[config.mk]
export PLATFORM = sky130hd
export DESIGN_NAME = mul_operand_feeder
export DESIGN_NICKNAME = d
export VERILOG_FILES = /design/src/rtl/mul_pkg.sv /design/src/rtl/mul_timeout_cnt.sv /design/src/rtl/mul_operand_feeder.sv
export SDC_FILE = /design/constraint.sdc
export NUM_CORES = 1
export LEC_CHECK = 0
export ABC_AREA = 1
export CAP_MARGIN = 20
export CORE_MARGIN = 2
export CORE_UTILIZATION = 43
export DETAILED_ROUTE_END_ITERATION = 12
export HOLD_SLACK_MARGIN = 0.1
export PLACE_DENSITY = 0.88
export SLEW_MARGIN = 20
export SYNTH_ARGS = -nofsm -noshare
export SYNTH_HDL_FRONTEND = slang
export SYNTH_SLANG_ARGS = --single-unit
export TNS_END_PERCENT = 100
[constraint.sdc]
create_clock -name clk -period 1.6 [get_ports clk]
set_input_delay 0.4 -clock clk [delete_from_list [all_inputs] [get_ports clk]]
set_output_delay 0.4 -clock clk [all_outputs]
set_load 0.02 [all_outputs]
[src/rtl/mul_pkg.sv]
`default_nettype none
// ============================================================================
//  Module      : mul_pkg
//  Description : Shared types and constants for the repeated-addition
//                multiplier and its operand feeder.
//  Revision    : 1.0  initial release
// ============================================================================
package mul_pkg;

    // Operand, bus and product width shared with the multiplier data path.
    localparam int MUL_WIDTH = 16;

    // Feeder sequencing states.
    typedef enum logic [2:0] {
        ST_IDLE  = 3'd0,
        ST_START = 3'd1,
        ST_DRV_A = 3'd2,
        ST_DRV_B = 3'd3,
        ST_WAIT  = 3'd4,
        ST_HOLD  = 3'd5
    } state_t;

endpackage : mul_pkg
`default_nettype wire

[src/rtl/mul_timeout_cnt.sv]
`default_nettype none
// ============================================================================
//  Module      : mul_timeout_cnt
//  Description : Wait-cycle counter with a terminal-count flag. The count
//                saturates at TIMEOUT-1 so it can never wrap.
//  Revision    : 1.0  initial release
// ============================================================================
module mul_timeout_cnt #(
    parameter int TO_W    = 17,
    parameter int TIMEOUT = 70000
) (
    input  logic            clk,
    input  logic            rst_n,
    input  logic            clear,
    input  logic            enable,
    output logic [TO_W-1:0] count,
    output logic            expired
);

    localparam logic [TO_W-1:0] c_LAST = TO_W'(TIMEOUT - 1);

    logic [TO_W-1:0] r_count;

    // Clear takes priority; otherwise count up while enabled, holding at the last value.
    always_ff @(posedge clk or negedge rst_n) begin
        if (!rst_n) begin
            r_count <= '0;
        end else if (clear) begin
            r_count <= '0;
        end else if (enable && (r_count != c_LAST)) begin
            r_count <= r_count + TO_W'(1);
        end
    end

    assign count   = r_count;
    assign expired = (r_count == c_LAST);

endmodule : mul_timeout_cnt
`default_nettype wire

[src/rtl/mul_operand_feeder.sv]
`default_nettype none
// ============================================================================
//  Module      : mul_operand_feeder
//  Description : Accepts an operand pair, pulses the multiplier start, drives
//                A then B on the shared bus, waits for done with a timeout
//                and hands the captured product downstream.
//  Revision    : 1.0  initial release
// ============================================================================
module mul_operand_feeder
    import mul_pkg::*;
#(
    parameter int WIDTH   = MUL_WIDTH,
    parameter int TO_W    = 17,
    parameter int TIMEOUT = 70000
) (
    input  logic             clk,
    input  logic             rst_n,
    input  logic             in_valid,
    output logic             in_ready,
    input  logic [WIDTH-1:0] in_a,
    input  logic [WIDTH-1:0] in_b,
    output logic [WIDTH-1:0] bus,
    output logic             start,
    input  logic             done,
    input  logic [WIDTH-1:0] product,
    output logic             out_valid,
    input  logic             out_ready,
    output logic [WIDTH-1:0] out_product,
    output logic             out_timeout,
    output logic [TO_W-1:0]  out_cycles,
    output logic             busy
);

    state_t            r_state;
    state_t            w_state_nxt;
    logic [WIDTH-1:0]  r_op_a;
    logic [WIDTH-1:0]  r_op_b;
    logic [WIDTH-1:0]  r_out_product;
    logic              r_out_timeout;
    logic [TO_W-1:0]   r_out_cycles;
    logic [TO_W-1:0]   w_cnt;
    logic              w_expired;
    logic              w_accept;
    logic              w_cnt_clear;
    logic              w_cnt_en;

    // A pending done from the multiplier blocks acceptance so a stale level
    // cannot be mistaken for completion of the next job.
    assign w_accept    = (r_state == ST_IDLE) && in_valid && !done;
    assign w_cnt_clear = (r_state == ST_DRV_B);
    assign w_cnt_en    = (r_state == ST_WAIT);

    mul_timeout_cnt #(
        .TO_W    (TO_W),
        .TIMEOUT (TIMEOUT)
    ) u_timeout_cnt (
        .clk     (clk),
        .rst_n   (rst_n),
        .clear   (w_cnt_clear),
        .enable  (w_cnt_en),
        .count   (w_cnt),
        .expired (w_expired)
    );

    // State register.
    always_ff @(posedge clk or negedge rst_n) begin
        if (!rst_n) begin
            r_state <= ST_IDLE;
        end else begin
            r_state <= w_state_nxt;
        end
    end

    // Next-state sequencing: fixed three-cycle operand phase, then wait and hold.
    always_comb begin
        w_state_nxt = r_state;
        case (r_state)
            ST_IDLE:  if (w_accept) w_state_nxt = ST_START;
            ST_START: w_state_nxt = ST_DRV_A;
            ST_DRV_A: w_state_nxt = ST_DRV_B;
            ST_DRV_B: w_state_nxt = ST_WAIT;
            ST_WAIT:  if (done || w_expired) w_state_nxt = ST_HOLD;
            ST_HOLD:  if (out_ready) w_state_nxt = ST_IDLE;
            default:  w_state_nxt = ST_IDLE;
        endcase
    end

    // Operand latches and result capture; done wins over a coincident timeout.
    always_ff @(posedge clk or negedge rst_n) begin
        if (!rst_n) begin
            r_op_a        <= '0;
            r_op_b        <= '0;
            r_out_product <= '0;
            r_out_timeout <= 1'b0;
            r_out_cycles  <= '0;
        end else begin
            if (w_accept) begin
                r_op_a <= in_a;
                r_op_b <= in_b;
            end
            if (r_state == ST_WAIT) begin
                if (done) begin
                    r_out_product <= product;
                    r_out_timeout <= 1'b0;
                    r_out_cycles  <= w_cnt + TO_W'(1);
                end else if (w_expired) begin
                    r_out_product <= '0;
                    r_out_timeout <= 1'b1;
                    r_out_cycles  <= TO_W'(TIMEOUT);
                end
            end
        end
    end

    // Moore output decodes; in_ready is the only path combinational on an input.
    always_comb begin
        bus = '0;
        case (r_state)
            ST_START, ST_DRV_A: bus = r_op_a;
            ST_DRV_B, ST_WAIT:  bus = r_op_b;
            default:            bus = '0;
        endcase
    end

    assign start       = (r_state == ST_START);
    assign in_ready    = (r_state == ST_IDLE) && !done;
    assign out_valid   = (r_state == ST_HOLD);
    assign busy        = (r_state != ST_IDLE);
    assign out_product = r_out_product;
    assign out_timeout = r_out_timeout;
    assign out_cycles  = r_out_cycles;

endmodule : mul_operand_feeder
`default_nettype wire

# Word-level counts from Yosys, hierarchy flattened
# Index checks and enable logic that the tools add are counted.
totals:
  reg_bits: 86
  out_inout_bits: 54
classes:
  add_sub_neg: 1
  eq_ne: 10
  mux: 13
  n_reduce_logical: 14
ops:
  columns: ["operator", "n"]
  rows:
  - ["$mux W17", 4]
  - ["$mux W16", 2]
  - ["$pmux W16 S2", 1]
  - ["$pmux W3 S6", 1]
  - ["$add A17 B1 Y17 const B", 1]
  - ["$eq A17 B17 Y1 const B", 1]
  - ["$ne A17 B17 Y1 const B", 1]
  - ["$mux W3", 3]
  - ["$eq A3 B2 Y1 const B", 2]
  - ["$eq A3 B3 Y1 const B", 2]
  - ["$logic_and A1 B1 Y1", 4]
  - ["$ne A2 B2 Y1 const B", 2]
  - ["$reduce_bool A2 Y1", 2]
  - ["$reduce_or A2 Y1", 2]
  - ["$eq A3 B1 Y1 const B", 1]
  - ["$logic_not A3 Y1", 1]
  - ["$reduce_and A3 Y1", 1]
  - ["$reduce_bool A3 Y1", 1]
  - ["$mux W1", 2]
  - ["$ne A2 B1 Y1 const B", 1]
  - ["$reduce_and A2 Y1", 1]
  - ["$logic_not A1 Y1", 1]
  - ["$logic_or A1 B1 Y1", 1]

# Depth between registers and ports, before layout
logic_depth:
  word_depth: 5
  depth_mapped: 11
  depth_no_buf: 10

# Modules after synthesis
# From an unflattened synthesis, not the netlist that was laid out.
unflattened:
  cells_unflattened: 595
  hier_area_um2: 4484.3
modules_own_cells:
  columns: ["mod", "n_inst", "cells_each", "area_each_um2", "seq_area_each_um2"]
  rows:
  - ["mul_operand_feeder", 1, 403, 3268.1, 1726.7]
  - ["mul_timeout_cnt", 1, 192, 1216.2, 425.4]

# Worst setup path before layout
# No wires, ideal clock.
synth_timing:
  kind: "register -> output"
  from: "register r_state[1]"
  to: "output bus[0]"
  arrival_time_ps: 1337
  t_required_ps: 1200
  path_slack_ps: -137
  stages_incl_launch_ff: 6
  cell_sequence: "dfrtp_1 -> nor3_4 -> nor2_1 -> inv_2 -> buf_2 -> a22o_1"
synth_via:
  elab_chain_cells: 3
  word_cells_on_any_way: 7
  classes_between: "eq/ne: 4; mux: 1; reduce/logical: 2"
synth_rtl:
  columns: ["element", "line", "source"]
  rows:
  - ["start, declared", "mul_operand_feeder.sv:34", "state_t r_state;"]
  - ["start signal, assigned", "mul_operand_feeder.sv:70", "r_state <= w_state_nxt;"]
  - ["$eq A3 B3 Y1, or another cell as far along", "mul_operand_feeder.sv:118", "case (r_state)"]
  - ["$reduce_or A2 Y1", "mul_operand_feeder.sv:118", null]
  - ["$pmux W16 S2 (*)", "mul_operand_feeder.sv:118", null]
  - ["end, declared", "mul_operand_feeder.sv:22", "output logic [WIDTH-1:0] bus,"]
# Mark *: on every way between the ends. The rest lies on a longest branch, timed or not.

# Final worst setup path
layout_timing:
  from: "register r_state[1]"
  to: "output bus[5]"
# Same word-level chain as after synthesis.

==> qor.yml <==
place:
  numPlacedInstances: 713
  number_of_input_and_output_port_buffers_inserted: 106
  dp_hpwl_microns: 7480
  globalplace.congestion: 0.922
timing:
  report.final.setup_viol: 85
  finalHoldWorstSlack_ns: 0.431
  final.setup_skew_ns: 0.0134
  final_critical_path_setup_slack_ns: -0.556
  max_freq_mhz: 464
  slew_violations: 0
  tightest_slew_ns: 0.403
  final_number_of_hold_violating_endpoints: 0
  grt_setup_unrepaired: "true"
  final_min_period_over_clock_period_pct: 135
  timing.final.crit_period_ns: 2.16
  max_transition_margin_pct: 72.9
detailed_routing:
  wl_microns: 12100
  vias_per_cell: 5.20
  routedWlPerCell_microns: 16.2
  antenna_violating_nets_post_route: 0
  drt_pre_antenna_iters: 4
  drt_first_iter_violations: 262
  post-route-drc-count: 0
  vias: 3876
final_layout:
  layout-drive-gt1-share_pct: 30.3
  antennaDiodeCount: 0
  layout_filler_cell_count: 576
  finish.cell_count_without_fillers: 745
  layout-area-overhead-vs-synth_pct: 63.4
  post_layout_net_count: 687
global_route:
  grt_first_pass_wirelength_microns: 17800
  grt_max_degree: 47
  antenna_found_initial: 0
  grt_overflow_total: 0
  first_global_vias: 3822
  gr-usage-all-layers_pct: 22.2
synthesis:
  synthTopCellsByArea: "sky130_fd_sc_hd__dfrtp_1 55%, sky130_fd_sc_hd__nand2_1 21%, sky130_fd_sc_hd__nor2_1 4.2%"
  postSynth.topFlopCell: "sky130_fd_sc_hd__dfrtp_1"
  syn-num-nets: 536
  synth.most_common_cell: "sky130_fd_sc_hd__nand2_1"
  yosys_warnings: 0
  yosysTopAreaCellShare_pct: 55.2
  synth_enable_flop_cells: 0
  yosys-top-cells-count: "219 x sky130_fd_sc_hd__nand2_1, 86 x sky130_fd_sc_hd__dfrtp_1, 44 x sky130_fd_sc_hd__nor2_1"
  yosys.cell_types.count: 22
  netlist_instances: 482
  yosysSeqAreaShare_pct: 55.2
  yosysTopAreaCell: "sky130_fd_sc_hd__dfrtp_1"
  syn_avg_cell_area_sq_um: 8.09
  mappedNetlistArea_sq_um: 3900
  asyncSetResetFlopFracSynth_pct: 100
  postSynthRegisterBits: 86
critical_path:
  timing.critical_path.cells: "nand2_4 -> nor2_4 -> nor2_2 -> inv_2 -> clkbuf_16 -> a22o_4 -> buf_6"
  worstPathMaxFanout: 8
  worstSetupPathDepth: 7
  rr_worst_depth: 11
  worstSetupEndpointType: "output port"
  timing_worst_setup_path_type: "register to output port"
  cp.required_ns: 1.20
  critical_path.slowest_cell: "sky130_fd_sc_hd__dfrtp_2"
  worstSetupStartpointType: "register"
  critPathBufInv: 3
  cp_delay_by_family_top: "flip-flops"
  critPathArrivalTime_ns: 1.76
  crit_path_max_incr_delay_ns: 0.48
pwr:
  design_power_total_uw: 10400
  clkPwrFrac_pct: 13.3
  power.net_switching_uw: 4240
  vdd.ir_drop.worst_mv: 1.27
  leakagePower_uw: 0.00315
  power_frac_comb_pct: 52.6
  power.share.switching_pct: 40.9
  power_report.internal_total_uw: 6130
  seqPwrFrac_pct: 34.1
  cellPowerDensity_nw_per_um2: 1630
die:
  die_height_microns: 99.3
  initial_core_util_pct: 44.5
  fp.coreArea_sq_um: 8760
  design.die.area_sq_um: 9850
  io-pin-count: 107
  dieWidth_microns: 99.3
  core.rowCount: 34
cts:
  clkTransAtPathRegs_ns: 0.09
  numCtsBuffers: 9
  clk_path_buf_depth: 2
  count_of_clock_tree_sinks: 86
  tritoncts_clock_tree: "yes"
  cts_h_tree_depth: 3
  clk_lat_worst_skew_ns: 0.35
  clk_root_buffer_cell: "sky130_fd_sc_hd__clkbuf_8"
job:
  max_cap_viol_count: 0
run_status:
  status: "complete, but fails checks"
  violations: "negative setup slack"
worst_hold_path:
  hp-class: "primary input to asynchronous set/reset pin"
-- registers in the layout (all words and copies together), names as in the netlist --
name,cells
out_product,16
r_state,3
r_op_a,16
u_timeout_cnt.count,17
out_cycles,17
out_timeout,1
r_op_b,16
-- what timing repair did --
item | in CTS | in global routing
gates resized for setup | 153 | 144
hold endpoints to repair | 8 | 0
gates cloned | 1 | 7
setup endpoints to repair | 137 | 104
hold buffers | 1 | 0
buffers inserted | 3 | 6
pin swaps | 4 | 22
-- worst paths after layout --
check	from	end	slack [ns]
min	rst_n	r_op_a[9]	0.43
min in group clk	r_op_b[12]	r_op_b[12]	0.49
min reg2reg	r_op_b[12]	r_op_b[12]	0.49
max	r_state[1]	bus[5]	-0.56
max in group asynchronous	rst_n	u_timeout_cnt.count[8]	0.68
max reg2reg	r_state[1]	r_op_b[5]	-0.27
-- placed cells by master (no fill, tap or decap), drive strengths merged, types with 2 or more instances in the layout --
cell and count:
dfrtp 86, clkinvlp 2, clkinv 2, a22o 16
inv 30, nor2 47, nor3 8, a21oi 2
xor2 6, nand2 222, nand3 22, clkbuf 15
o21ai 26, buf 63, clkdlybuf4s50 51, dlygate4sd2 34
-- power groups by stage --
stage | clock network [uW] | registers, uW | logic [uW]
after global routing | 1470 | 3620 | 5810
after detailed placement | 0 | 3420 | 4490
final | 1370 | 3540 | 5460
after CTS | 1400 | 3400 | 4400
after global placement | 0 | 3420 | 4330
after floorplan | 0 | 3690 | 2070
-- cells by family after synthesis --
family                   Yosys count  synth area share (%)
AO/OA/AOI/OAI                     45                  7.38
buffers and inverters             43                  4.78
XOR/XNOR                           6                  1.35
AND/OR/NAND/NOR                  301                  31.0
adder cells (fa/ha/maj)            1                 0.321
flip-flops                        86                  55.2
-- area by class of cell --
class | instances | area, sq um | share of cell area [%]
clock inverters | 6 | 46.3 | 0.726
well taps | 108 | 135 | 2.12
clock buffers | 9 | 124 | 1.94
flip-flops and latches | 86 | 2160 | 33.8
inverters | 28 | 128 | 2.00
repair buffers | 155 | 1690 | 26.5
multi-input cells | 353 | 2100 | 32.9
-- per-stage QoR --
step | TNS, ns | util [%] | instance area [sq um] | setup slack, ns
after CTS | -12.31 | 64.4 | 5640 | -0.454
final | -18.25 | 72.8 | 6380 | -0.556
after global routing | -25.85 | 72.8 | 6380 | -0.627
after detailed placement | -26.82 | 61.7 | 5410 | -0.538
after floorplan | -0.154 | - | 3990 | -0.0171
after global placement | -19.66 | 61.7 | 5410 | -0.457
-- routing by layer --
metal / wire (microns) / GRT usage (%)
met5: 0 / 0
met4: 210 / 6.74
met3: 824 / 5.06
met2: 6470 / 38.7
met1: 4600 / 27.7
Note: power is estimated with default switching activity, not from simulation.
